[config.mk]
export PLATFORM = sky130hd
export DESIGN_NAME = vi_mem_arbiter_flat
export DESIGN_NICKNAME = d
export VERILOG_FILES = /design/src/rtl/vi_mem_pkg.sv /design/src/rtl/vi_mem_arbiter_if.sv /design/src/rtl/vi_mem_arb_pick.sv /design/src/rtl/vi_mem_arbiter.sv /design/src/flat_wrapper.sv
export SDC_FILE = /design/constraint.sdc
export NUM_CORES = 1
export LEC_CHECK = 0
export CAP_MARGIN = 30
export CELL_PAD_IN_SITES_DETAIL_PLACEMENT = 1
export CELL_PAD_IN_SITES_GLOBAL_PLACEMENT = 1
export CORE_AREA = 4 4 222 224
export DETAILED_ROUTE_END_ITERATION = 16
export DIE_AREA = 0 0 226 228
export PLACE_DENSITY = 0.7
export SLEW_MARGIN = 30
export SYNTH_ARGS = -nofsm -noshare
export SYNTH_HDL_FRONTEND = slang
export SYNTH_SLANG_ARGS = --single-unit
[constraint.sdc]
create_clock -name clk_i -period 4.4 [get_ports clk_i]
set_input_delay 0.44 -clock clk_i [delete_from_list [all_inputs] [get_ports clk_i]]
set_output_delay 0.44 -clock clk_i [all_outputs]
set_load 0.02 [all_outputs]
[src/rtl/vi_mem_pkg.sv]
// -----------------------------------------------------------------------------
// vi_mem_pkg
// Shared constants and types for the vi_core memory-port arbiter.
//   ADDR_W / LINE_W / WORD_W : byte address, memory line and store word widths
//   state_t                  : arbiter FSM states
//   owner_t                  : which cache owns the transaction in flight
// -----------------------------------------------------------------------------
package vi_mem_pkg;

  localparam int ADDR_W = 20;
  localparam int LINE_W = 128;
  localparam int WORD_W = 32;

  typedef enum logic [2:0] {
    IDLE,
    RD_ISSUE,
    RD_WAIT,
    WR_ISSUE,
    RESP
  } state_t;

  typedef enum logic {
    OWN_IC,
    OWN_DC
  } owner_t;

  // The requester that should be favoured after `o` has been granted.
  function automatic owner_t other_owner(input owner_t o);
    return (o == OWN_IC) ? OWN_DC : OWN_IC;
  endfunction

endpackage

[src/rtl/vi_mem_arbiter_if.sv]
// -----------------------------------------------------------------------------
// vi_mem_arbiter_if
// The single external memory port of vi_core.
//   master modport : arbiter side (issues read/write strobes, takes responses)
//   slave modport  : memory side
// Read channel : mem_read strobe + mem_read_addr
// Write channel: mem_write_enable strobe + byte qualifier, address and data
// Response     : mem_data_ready + mem_data, with the request address echoed
//                on mem_addr
// -----------------------------------------------------------------------------
interface vi_mem_arbiter_if;
  import vi_mem_pkg::*;

  logic              mem_read;
  logic [ADDR_W-1:0] mem_read_addr;
  logic              mem_write_enable;
  logic              mem_write_byte;
  logic [ADDR_W-1:0] mem_write_addr;
  logic [WORD_W-1:0] mem_write_data;
  logic              mem_data_ready;
  logic [LINE_W-1:0] mem_data;
  logic [ADDR_W-1:0] mem_addr;

  modport master (
    output mem_read,
    output mem_read_addr,
    output mem_write_enable,
    output mem_write_byte,
    output mem_write_addr,
    output mem_write_data,
    input  mem_data_ready,
    input  mem_data,
    input  mem_addr
  );

  modport slave (
    input  mem_read,
    input  mem_read_addr,
    input  mem_write_enable,
    input  mem_write_byte,
    input  mem_write_addr,
    input  mem_write_data,
    output mem_data_ready,
    output mem_data,
    output mem_addr
  );

endinterface

[src/rtl/vi_mem_arb_pick.sv]
// -----------------------------------------------------------------------------
// vi_mem_arb_pick
// Combinational 2-way picker between the I-cache and the D-cache.
// Build option: VI_MEM_ARB_RR_EN
//   defined   : round-robin; a pointer register holds who wins the next tie
//               and flips only when a grant is actually taken
//   undefined : fixed priority, D-cache over I-cache (no state, no clock)
// Ports:
//   clk_i, rsn_i : clock / async active-low reset (round-robin build only)
//   en_i         : the arbiter is able to accept a request this cycle
//   ic_req_i     : I-cache wants the port
//   dc_req_i     : D-cache wants the port (read or store)
//   valid_o      : a grant is taken this cycle
//   owner_o      : winner, meaningful when valid_o is high
// -----------------------------------------------------------------------------
module vi_mem_arb_pick
  import vi_mem_pkg::*;
(
`ifdef VI_MEM_ARB_RR_EN
  input  logic   clk_i,
  input  logic   rsn_i,
`endif
  input  logic   en_i,
  input  logic   ic_req_i,
  input  logic   dc_req_i,
  output logic   valid_o,
  output owner_t owner_o
);

`ifdef VI_MEM_ARB_RR_EN

  owner_t ptr_q, ptr_d;

  always_comb begin
    // NOTE: every output of a combinational block gets a default first so no
    // path leaves it unassigned and a latch cannot be inferred.
    valid_o = en_i && (ic_req_i || dc_req_i);
    owner_o = OWN_IC;
    ptr_d   = ptr_q;

    if (ic_req_i && dc_req_i) begin
      owner_o = ptr_q;
    end else if (dc_req_i) begin
      owner_o = OWN_DC;
    end

    if (valid_o) begin
      ptr_d = other_owner(owner_o);
    end
  end

  always_ff @(posedge clk_i or negedge rsn_i) begin
    // NOTE: state registers use non-blocking assignments so every flop
    // samples values from before the clock edge, independent of block order.
    if (!rsn_i) begin
      ptr_q <= OWN_IC;
    end else begin
      ptr_q <= ptr_d;
    end
  end

`else

  // Data traffic always wins a tie; fetch waits until the D-cache is quiet.
  always_comb begin
    valid_o = en_i && (ic_req_i || dc_req_i);
    owner_o = dc_req_i ? OWN_DC : OWN_IC;
  end

`endif

endmodule

[src/rtl/vi_mem_arbiter.sv]
// -----------------------------------------------------------------------------
// vi_mem_arbiter
// Shares vi_core's single external memory port between the I-cache refill
// path and the D-cache (line refills plus word/byte stores). At most one read
// is in flight; the returned line is routed to the cache that issued it.
// Stores are fire-and-forget single-cycle write strobes.
// Build option: VI_MEM_ARB_RR_EN selects round-robin between the caches;
// otherwise the D-cache has fixed priority (see vi_mem_arb_pick).
// Ports:
//   clk_i, rsn_i           : clock, asynchronous active-low reset
//   ic_req_i / ic_addr_i   : I-cache line read request (level, held to ready)
//   ic_grant_o / ic_ready_o: one-cycle accept / data-valid pulses
//   ic_data_o              : last line returned to the I-cache
//   dc_rd_req_i / _addr_i  : D-cache line read request (level, held to ready)
//   dc_wr_req_i / _addr_i / _data_i / _byte_i : D-cache store (held to grant)
//   dc_grant_o / dc_ready_o: one-cycle accept / data-valid pulses
//   dc_data_o              : last line returned to the D-cache
//   mem                    : memory port (vi_mem_arbiter_if, master side)
// All outputs are registered.
// -----------------------------------------------------------------------------
module vi_mem_arbiter
  import vi_mem_pkg::*;
(
  input  logic              clk_i,
  input  logic              rsn_i,

  input  logic              ic_req_i,
  input  logic [ADDR_W-1:0] ic_addr_i,
  output logic              ic_grant_o,
  output logic              ic_ready_o,
  output logic [LINE_W-1:0] ic_data_o,

  input  logic              dc_rd_req_i,
  input  logic [ADDR_W-1:0] dc_rd_addr_i,
  input  logic              dc_wr_req_i,
  input  logic [ADDR_W-1:0] dc_wr_addr_i,
  input  logic [WORD_W-1:0] dc_wr_data_i,
  input  logic              dc_wr_byte_i,
  output logic              dc_grant_o,
  output logic              dc_ready_o,
  output logic [LINE_W-1:0] dc_data_o,

  vi_mem_arbiter_if.master  mem
);

  // ---------------------------------------------------------------------------
  // State and registered outputs
  // ---------------------------------------------------------------------------
  state_t            state_q, state_d;
  owner_t            owner_q, owner_d;
  logic [ADDR_W-1:0] addr_q, addr_d;        // address of the read in flight

  logic              ic_grant_q, ic_grant_d;
  logic              ic_ready_q, ic_ready_d;
  logic [LINE_W-1:0] ic_data_q,  ic_data_d;
  logic              dc_grant_q, dc_grant_d;
  logic              dc_ready_q, dc_ready_d;
  logic [LINE_W-1:0] dc_data_q,  dc_data_d;

  logic              rd_q,     rd_d;
  logic [ADDR_W-1:0] rd_addr_q, rd_addr_d;
  logic              we_q,     we_d;
  logic              wbyte_q,  wbyte_d;
  logic [ADDR_W-1:0] waddr_q,  waddr_d;
  logic [WORD_W-1:0] wdata_q,  wdata_d;

  // ---------------------------------------------------------------------------
  // Arbitration: only consulted in IDLE, so a second read can never be issued
  // while one is outstanding.
  // ---------------------------------------------------------------------------
  logic   pick_valid;
  owner_t pick_owner;

  vi_mem_arb_pick u_pick (
`ifdef VI_MEM_ARB_RR_EN
    .clk_i    (clk_i),
    .rsn_i    (rsn_i),
`endif
    .en_i     (state_q == IDLE),
    .ic_req_i (ic_req_i),
    .dc_req_i (dc_rd_req_i || dc_wr_req_i),
    .valid_o  (pick_valid),
    .owner_o  (pick_owner)
  );

  logic resp_match;
  assign resp_match = mem.mem_data_ready && (mem.mem_addr == addr_q);

  // ---------------------------------------------------------------------------
  // Next state and next outputs. Outputs are computed for the state being
  // entered so that they appear, registered, during that state.
  // ---------------------------------------------------------------------------
  always_comb begin
    state_d    = state_q;
    owner_d    = owner_q;
    addr_d     = addr_q;

    ic_grant_d = 1'b0;
    ic_ready_d = 1'b0;
    ic_data_d  = ic_data_q;
    dc_grant_d = 1'b0;
    dc_ready_d = 1'b0;
    dc_data_d  = dc_data_q;

    // Strobe qualifiers are driven only alongside their strobe.
    rd_d       = 1'b0;
    rd_addr_d  = '0;
    we_d       = 1'b0;
    wbyte_d    = 1'b0;
    waddr_d    = '0;
    wdata_d    = '0;

    unique case (state_q)
      IDLE: begin
        if (pick_valid) begin
          owner_d = pick_owner;
          if (pick_owner == OWN_IC) begin
            addr_d     = ic_addr_i;
            rd_d       = 1'b1;
            rd_addr_d  = ic_addr_i;
            ic_grant_d = 1'b1;
            state_d    = RD_ISSUE;
          end else if (dc_wr_req_i) begin
            // A pending store drains ahead of the D-cache refill.
            we_d       = 1'b1;
            wbyte_d    = dc_wr_byte_i;
            waddr_d    = dc_wr_addr_i;
            wdata_d    = dc_wr_data_i;
            dc_grant_d = 1'b1;
            state_d    = WR_ISSUE;
          end else begin
            addr_d     = dc_rd_addr_i;
            rd_d       = 1'b1;
            rd_addr_d  = dc_rd_addr_i;
            dc_grant_d = 1'b1;
            state_d    = RD_ISSUE;
          end
        end
      end

      RD_ISSUE: begin
        state_d = RD_WAIT;
      end

      RD_WAIT: begin
        // Responses carrying another address are stale and dropped.
        if (resp_match) begin
          if (owner_q == OWN_IC) begin
            ic_data_d  = mem.mem_data;
            ic_ready_d = 1'b1;
          end else begin
            dc_data_d  = mem.mem_data;
            dc_ready_d = 1'b1;
          end
          state_d = RESP;
        end
      end

      RESP: begin
        state_d = IDLE;
      end

      WR_ISSUE: begin
        state_d = IDLE;
      end

      default: begin
        state_d = IDLE;
      end
    endcase
  end

  always_ff @(posedge clk_i or negedge rsn_i) begin
    if (!rsn_i) begin
      state_q    <= IDLE;
      owner_q    <= OWN_IC;
      addr_q     <= '0;
      ic_grant_q <= 1'b0;
      ic_ready_q <= 1'b0;
      ic_data_q  <= '0;
      dc_grant_q <= 1'b0;
      dc_ready_q <= 1'b0;
      dc_data_q  <= '0;
      rd_q       <= 1'b0;
      rd_addr_q  <= '0;
      we_q       <= 1'b0;
      wbyte_q    <= 1'b0;
      waddr_q    <= '0;
      wdata_q    <= '0;
    end else begin
      state_q    <= state_d;
      owner_q    <= owner_d;
      addr_q     <= addr_d;
      ic_grant_q <= ic_grant_d;
      ic_ready_q <= ic_ready_d;
      ic_data_q  <= ic_data_d;
      dc_grant_q <= dc_grant_d;
      dc_ready_q <= dc_ready_d;
      dc_data_q  <= dc_data_d;
      rd_q       <= rd_d;
      rd_addr_q  <= rd_addr_d;
      we_q       <= we_d;
      wbyte_q    <= wbyte_d;
      waddr_q    <= waddr_d;
      wdata_q    <= wdata_d;
    end
  end

  // ---------------------------------------------------------------------------
  // Outputs
  // ---------------------------------------------------------------------------
  assign ic_grant_o           = ic_grant_q;
  assign ic_ready_o           = ic_ready_q;
  assign ic_data_o            = ic_data_q;
  assign dc_grant_o           = dc_grant_q;
  assign dc_ready_o           = dc_ready_q;
  assign dc_data_o            = dc_data_q;

  assign mem.mem_read         = rd_q;
  assign mem.mem_read_addr    = rd_addr_q;
  assign mem.mem_write_enable = we_q;
  assign mem.mem_write_byte   = wbyte_q;
  assign mem.mem_write_addr   = waddr_q;
  assign mem.mem_write_data   = wdata_q;

endmodule

[src/flat_wrapper.sv]
// flat-port wrapper written by rule: the top's interface ports become plain ports
module vi_mem_arbiter_flat import vi_mem_pkg::*;
  (clk_i, rsn_i, ic_req_i, ic_addr_i, ic_grant_o, ic_ready_o, ic_data_o, dc_rd_req_i, dc_rd_addr_i, dc_wr_req_i, dc_wr_addr_i, dc_wr_data_i, dc_wr_byte_i, dc_grant_o, dc_ready_o, dc_data_o, mem_mem_read, mem_mem_read_addr, mem_mem_write_enable, mem_mem_write_byte, mem_mem_write_addr, mem_mem_write_data, mem_mem_data_ready, mem_mem_data, mem_mem_addr);
  vi_mem_arbiter_if mem_i ();
  input  logic clk_i;
  input  logic rsn_i;
  input  logic ic_req_i;
  input  logic [ADDR_W-1:0] ic_addr_i;
  output logic ic_grant_o;
  output logic ic_ready_o;
  output logic [LINE_W-1:0] ic_data_o;
  input  logic dc_rd_req_i;
  input  logic [ADDR_W-1:0] dc_rd_addr_i;
  input  logic dc_wr_req_i;
  input  logic [ADDR_W-1:0] dc_wr_addr_i;
  input  logic [WORD_W-1:0] dc_wr_data_i;
  input  logic dc_wr_byte_i;
  output logic dc_grant_o;
  output logic dc_ready_o;
  output logic [LINE_W-1:0] dc_data_o;
  output wire logic [$bits(mem_i.mem_read)-1:0] mem_mem_read;
  output wire logic [$bits(mem_i.mem_read_addr)-1:0] mem_mem_read_addr;
  output wire logic [$bits(mem_i.mem_write_enable)-1:0] mem_mem_write_enable;
  output wire logic [$bits(mem_i.mem_write_byte)-1:0] mem_mem_write_byte;
  output wire logic [$bits(mem_i.mem_write_addr)-1:0] mem_mem_write_addr;
  output wire logic [$bits(mem_i.mem_write_data)-1:0] mem_mem_write_data;
  input wire logic [$bits(mem_i.mem_data_ready)-1:0] mem_mem_data_ready;
  input wire logic [$bits(mem_i.mem_data)-1:0] mem_mem_data;
  input wire logic [$bits(mem_i.mem_addr)-1:0] mem_mem_addr;
  assign mem_mem_read = mem_i.mem_read;
  assign mem_mem_read_addr = mem_i.mem_read_addr;
  assign mem_mem_write_enable = mem_i.mem_write_enable;
  assign mem_mem_write_byte = mem_i.mem_write_byte;
  assign mem_mem_write_addr = mem_i.mem_write_addr;
  assign mem_mem_write_data = mem_i.mem_write_data;
  assign mem_i.mem_data_ready = mem_mem_data_ready;
  assign mem_i.mem_data = mem_mem_data;
  assign mem_i.mem_addr = mem_mem_addr;
  vi_mem_arbiter u_core (.clk_i(clk_i), .rsn_i(rsn_i), .ic_req_i(ic_req_i), .ic_addr_i(ic_addr_i), .ic_grant_o(ic_grant_o), .ic_ready_o(ic_ready_o), .ic_data_o(ic_data_o), .dc_rd_req_i(dc_rd_req_i), .dc_rd_addr_i(dc_rd_addr_i), .dc_wr_req_i(dc_wr_req_i), .dc_wr_addr_i(dc_wr_addr_i), .dc_wr_data_i(dc_wr_data_i), .dc_wr_byte_i(dc_wr_byte_i), .dc_grant_o(dc_grant_o), .dc_ready_o(dc_ready_o), .dc_data_o(dc_data_o), .mem(mem_i));
endmodule
==> results.py <==
metrics = {
    "grt": {
        "busiest_layer": "met2",
        "grtUsageMet2_pct": 31.1,
        "use_met3_pct": 5.16,
        "antenna_found_initial": 3,
        "grt_pass1_vias": 10500,
        "grt_pass1_wl_um": 68300,
        "grt_max_degree": 112,
        "grt_remaining_overflow": 0,
        "grt.met1_usage_pct": 19.4,
        "gr-usage-all-layers_pct": 17.2,
    },
    "clocking": {
        "htreeDepth": 2,
        "root_buffer": "clkbuf_16",
        "clock-sinks": 359,
        "cts_buffers": 40,
        "cts-resized-gates": 0,
        "cts_hold_buf": 1,
        "clkTransAtPathRegs_ns": 0.06,
        "clkLatencyLatePin_ns": 0.54,
        "post_cts_buffers": 0,
        "cts_tree": "yes",
        "cts_buffer_depth": 3,
    },
    "worst_setup_path": {
        "cp_slowest_cell": "nor4b_1",
        "critical_path.top_delay_family": "simple AND/OR/NAND/NOR gates",
        "arrival_ns": 3.40,
        "reg2reg_depth": 6,
        "slowest_delay_ns": 0.71,
        "crit_chain": "xor2_1, nor3_1, nor4b_1, nand3_4, buf_4, mux2_1",
        "crit_required_ns": 4.80,
        "crit_start": "u_core.addr_q[3]",
        "r2r_start": "u_core.addr_q[3]",
        "crit_type": "flip-flop to flip-flop",
        "worst-path-stages": 6,
        "endpoint_kind": "flip-flop",
        "crit_path_max_fanout": 60,
        "rrSetupSlack_ns": 1.39,
        "critPathBufInv": 1,
        "start_kind": "flip-flop",
        "reg2reg_to": "u_core.dc_data_o[15]",
    },
    "timing": {
        "slew_violations": 0,
        "worst_slew_pin_slew_ns": 0.948,
        "hold_viol": 0,
        "timing.fmax_ghz": 0.333,
        "setup_tns_ns": 0,
        "post-route-worst-setup-slack_ns": 1.39,
        "rsz0062_at_grt": "no",
        "fin_crit_sh_pct": 68.3,
        "relSlewSlack_pct": 36.8,
        "setup_violations": 0,
        "fin_crit_ns": 3.01,
        "worst_clock_skew_ns": 0.0288,
    },
    "finish": {
        "final_cell_count_no_fill": 2096,
        "nets": 1694,
        "layout_common_cells": "clkdlybuf4s50_1, dfrtp_1, mux2_1",
        "layout_commonest_cell": "clkdlybuf4s50_1",
        "area_growth_pct": 58.4,
        "final_core_util_pct": 44.6,
        "drive_gt1_share_pct": 6.22,
        "fin_area_um2": 21100,
    },
    "route": {
        "drtIter0Drc": 321,
        "routed_wl_um": 45700,
        "wl_per_cell_um": 21.8,
        "drc_errors": 0,
        "ant_nets": 0,
        "drtPass1Iterations": 4,
        "viasPerCell": 4.51,
        "vias": 9444,
    },
    "place": {
        "dp_worst_setup_slack_ns": 0.857,
        "gp_congestion": 0.783,
        "place_area_um2": 19800,
        "post-dp-hpwl_um": 33900,
        "dp.cells": 2018,
        "io_buffers": 581,
    },
    "floorplanning": {
        "fp.coreArea_um2": 47300,
        "die_h_um": 228,
        "die_area_um2": 51500,
        "die_w_um": 226,
        "start_util_pct": 28.1,
        "std_cell_rows": 80,
        "io_pins": 582,
    },
    "logic_synthesis": {
        "yosysWarnings": 0,
        "synth_nets": 1107,
        "avgSynthCellArea_um2": 15.5,
        "syn_area_um2": 13300,
        "synth_seq_area_share_pct": 67.4,
        "netlist_instances": 860,
        "synth-seq-cells": 359,
        "yosysUniqueCellTypes": 30,
    },
    "power_and_ir_drop": {
        "pwr-share-comb_pct": 12.8,
        "clockPowerShare_pct": 42.0,
        "internal-power_w": 0.00599,
        "ir_drop_mv": 0.264,
        "leakage_nw": 10.3,
        "swShare_pct": 24.4,
        "p_seq_share_pct": 45.2,
        "cellPowerDensity_nw_per_um2": 375,
        "p_switching_w": 0.00193,
    },
    "worst_hold_path": {
        "min_path_type": "primary input to async pin",
    },
    "status": {
        "status": "finished clean",
    },
    "job": {
        "drv_cap": 0,
    },
}
-- cells in the mapped netlist --
master / n / share of area, %
dfrtp_1: 359 / 67
mux2_1: 240 / 20
and3_1: 53 / 2.5
nand2_1: 24 / 0.68
clkbuf_1: 23 / 0.65
a21o_1: 20 / 1.1
a21oi_1: 20 / 0.75
o21ai_0: 20 / 0.75
mux2_2: 16 / 1.4
buf_2: 14 / 0.53
xnor2_1: 14 / 0.92
buf_6: 12 / 1.0
nand4_1: 6 / 0.28
nor2_1: 6 / 0.17
nor3_1: 6 / 0.23
inv_1: 4 / 0.11
nor2b_1: 4 / 0.19
xor2_1: 3 / 0.20
nand3_1: 2 / 0.075
o22ai_1: 2 / 0.094
or3_1: 2 / 0.094
or4_1: 2 / 0.11
a211oi_1: 1 / 0.056
and2_1: 1 / 0.047
and3b_1: 1 / 0.066
buf_4: 1 / 0.056
nor4_1: 1 / 0.047
nor4_2: 1 / 0.094
nor4b_1: 1 / 0.066
o21a_1: 1 / 0.056
-- routing by layer --
layer,vias up,wire [µm]
met3,73,3150
met5,-,0
met2,319,24200
met1,4857,17000
li1,4195,-
met4,0,1360
-- worst max-delay path by stage --
stage,end,slack (ns)
after floorplan,u_core.dc_data_o[107],2.09
after global placement,u_core.dc_data_o[53],0.88
after detailed placement,u_core.dc_data_o[7],0.86
after CTS,u_core.dc_data_o[7],1.29
after global routing,u_core.dc_data_o[7],1.29
final,u_core.dc_data_o[15],1.39
-- layout make-up --
cell class	instances	area (µm²)
Antenna cell	3	7.51
Clock buffer	63	1160
Clock inverter	10	144
Fill cell	4916	26200
Inverter	4	15.0
Multi-Input combinational cell	447	4050
Sequential cell	359	8980
Tap cell	615	769
Timing Repair Buffer	595	5980
-- power groups by stage --
stage                     clock [W]  sequential (W)  combinational, W
after detailed placement          0         0.00364           0.00103
after global placement            0         0.00364           0.00100
after CTS                   0.00344         0.00358           0.00103
final                       0.00333         0.00358           0.00102
after floorplan                   0         0.00374          0.000299
after global routing        0.00360         0.00360           0.00110
-- per-stage QoR --
stage / total power, W / hold WS (ns)
after floorplan: 0.00404 / 0.144
after global placement: 0.00464 / 0.472
after detailed placement: 0.00467 / 0.480
after CTS: 0.00806 / 0.419
after global routing: 0.00830 / 0.367
final: 0.00793 / 0.370
-- sequential cells by signal (all words and copies together) (netlist names) --
signal / count
u_core.addr_q: 20
u_core.dc_data_o: 128
u_core.dc_grant_o: 1
u_core.dc_ready_o: 1
u_core.ic_data_o: 128
u_core.ic_grant_o: 1
u_core.ic_ready_o: 1
u_core.mem.mem_read: 1
u_core.mem.mem_read_addr: 20
u_core.mem.mem_write_addr: 20
u_core.mem.mem_write_byte: 1
u_core.mem.mem_write_data: 32
u_core.mem.mem_write_enable: 1
u_core.owner_q: 1
u_core.state_q: 3
-- kinds of logic after synthesis --
family | after synthesis | share of synthesized area, %
multiplexers | 256 | 21.6
buffers and inverters | 54 | 2.36
AND/OR/NAND/NOR | 110 | 4.63
XOR/XNOR | 17 | 1.12
AO/OA/AOI/OAI | 64 | 2.84
flip-flops | 359 | 67.4
(Power assumes the default switching activity.)
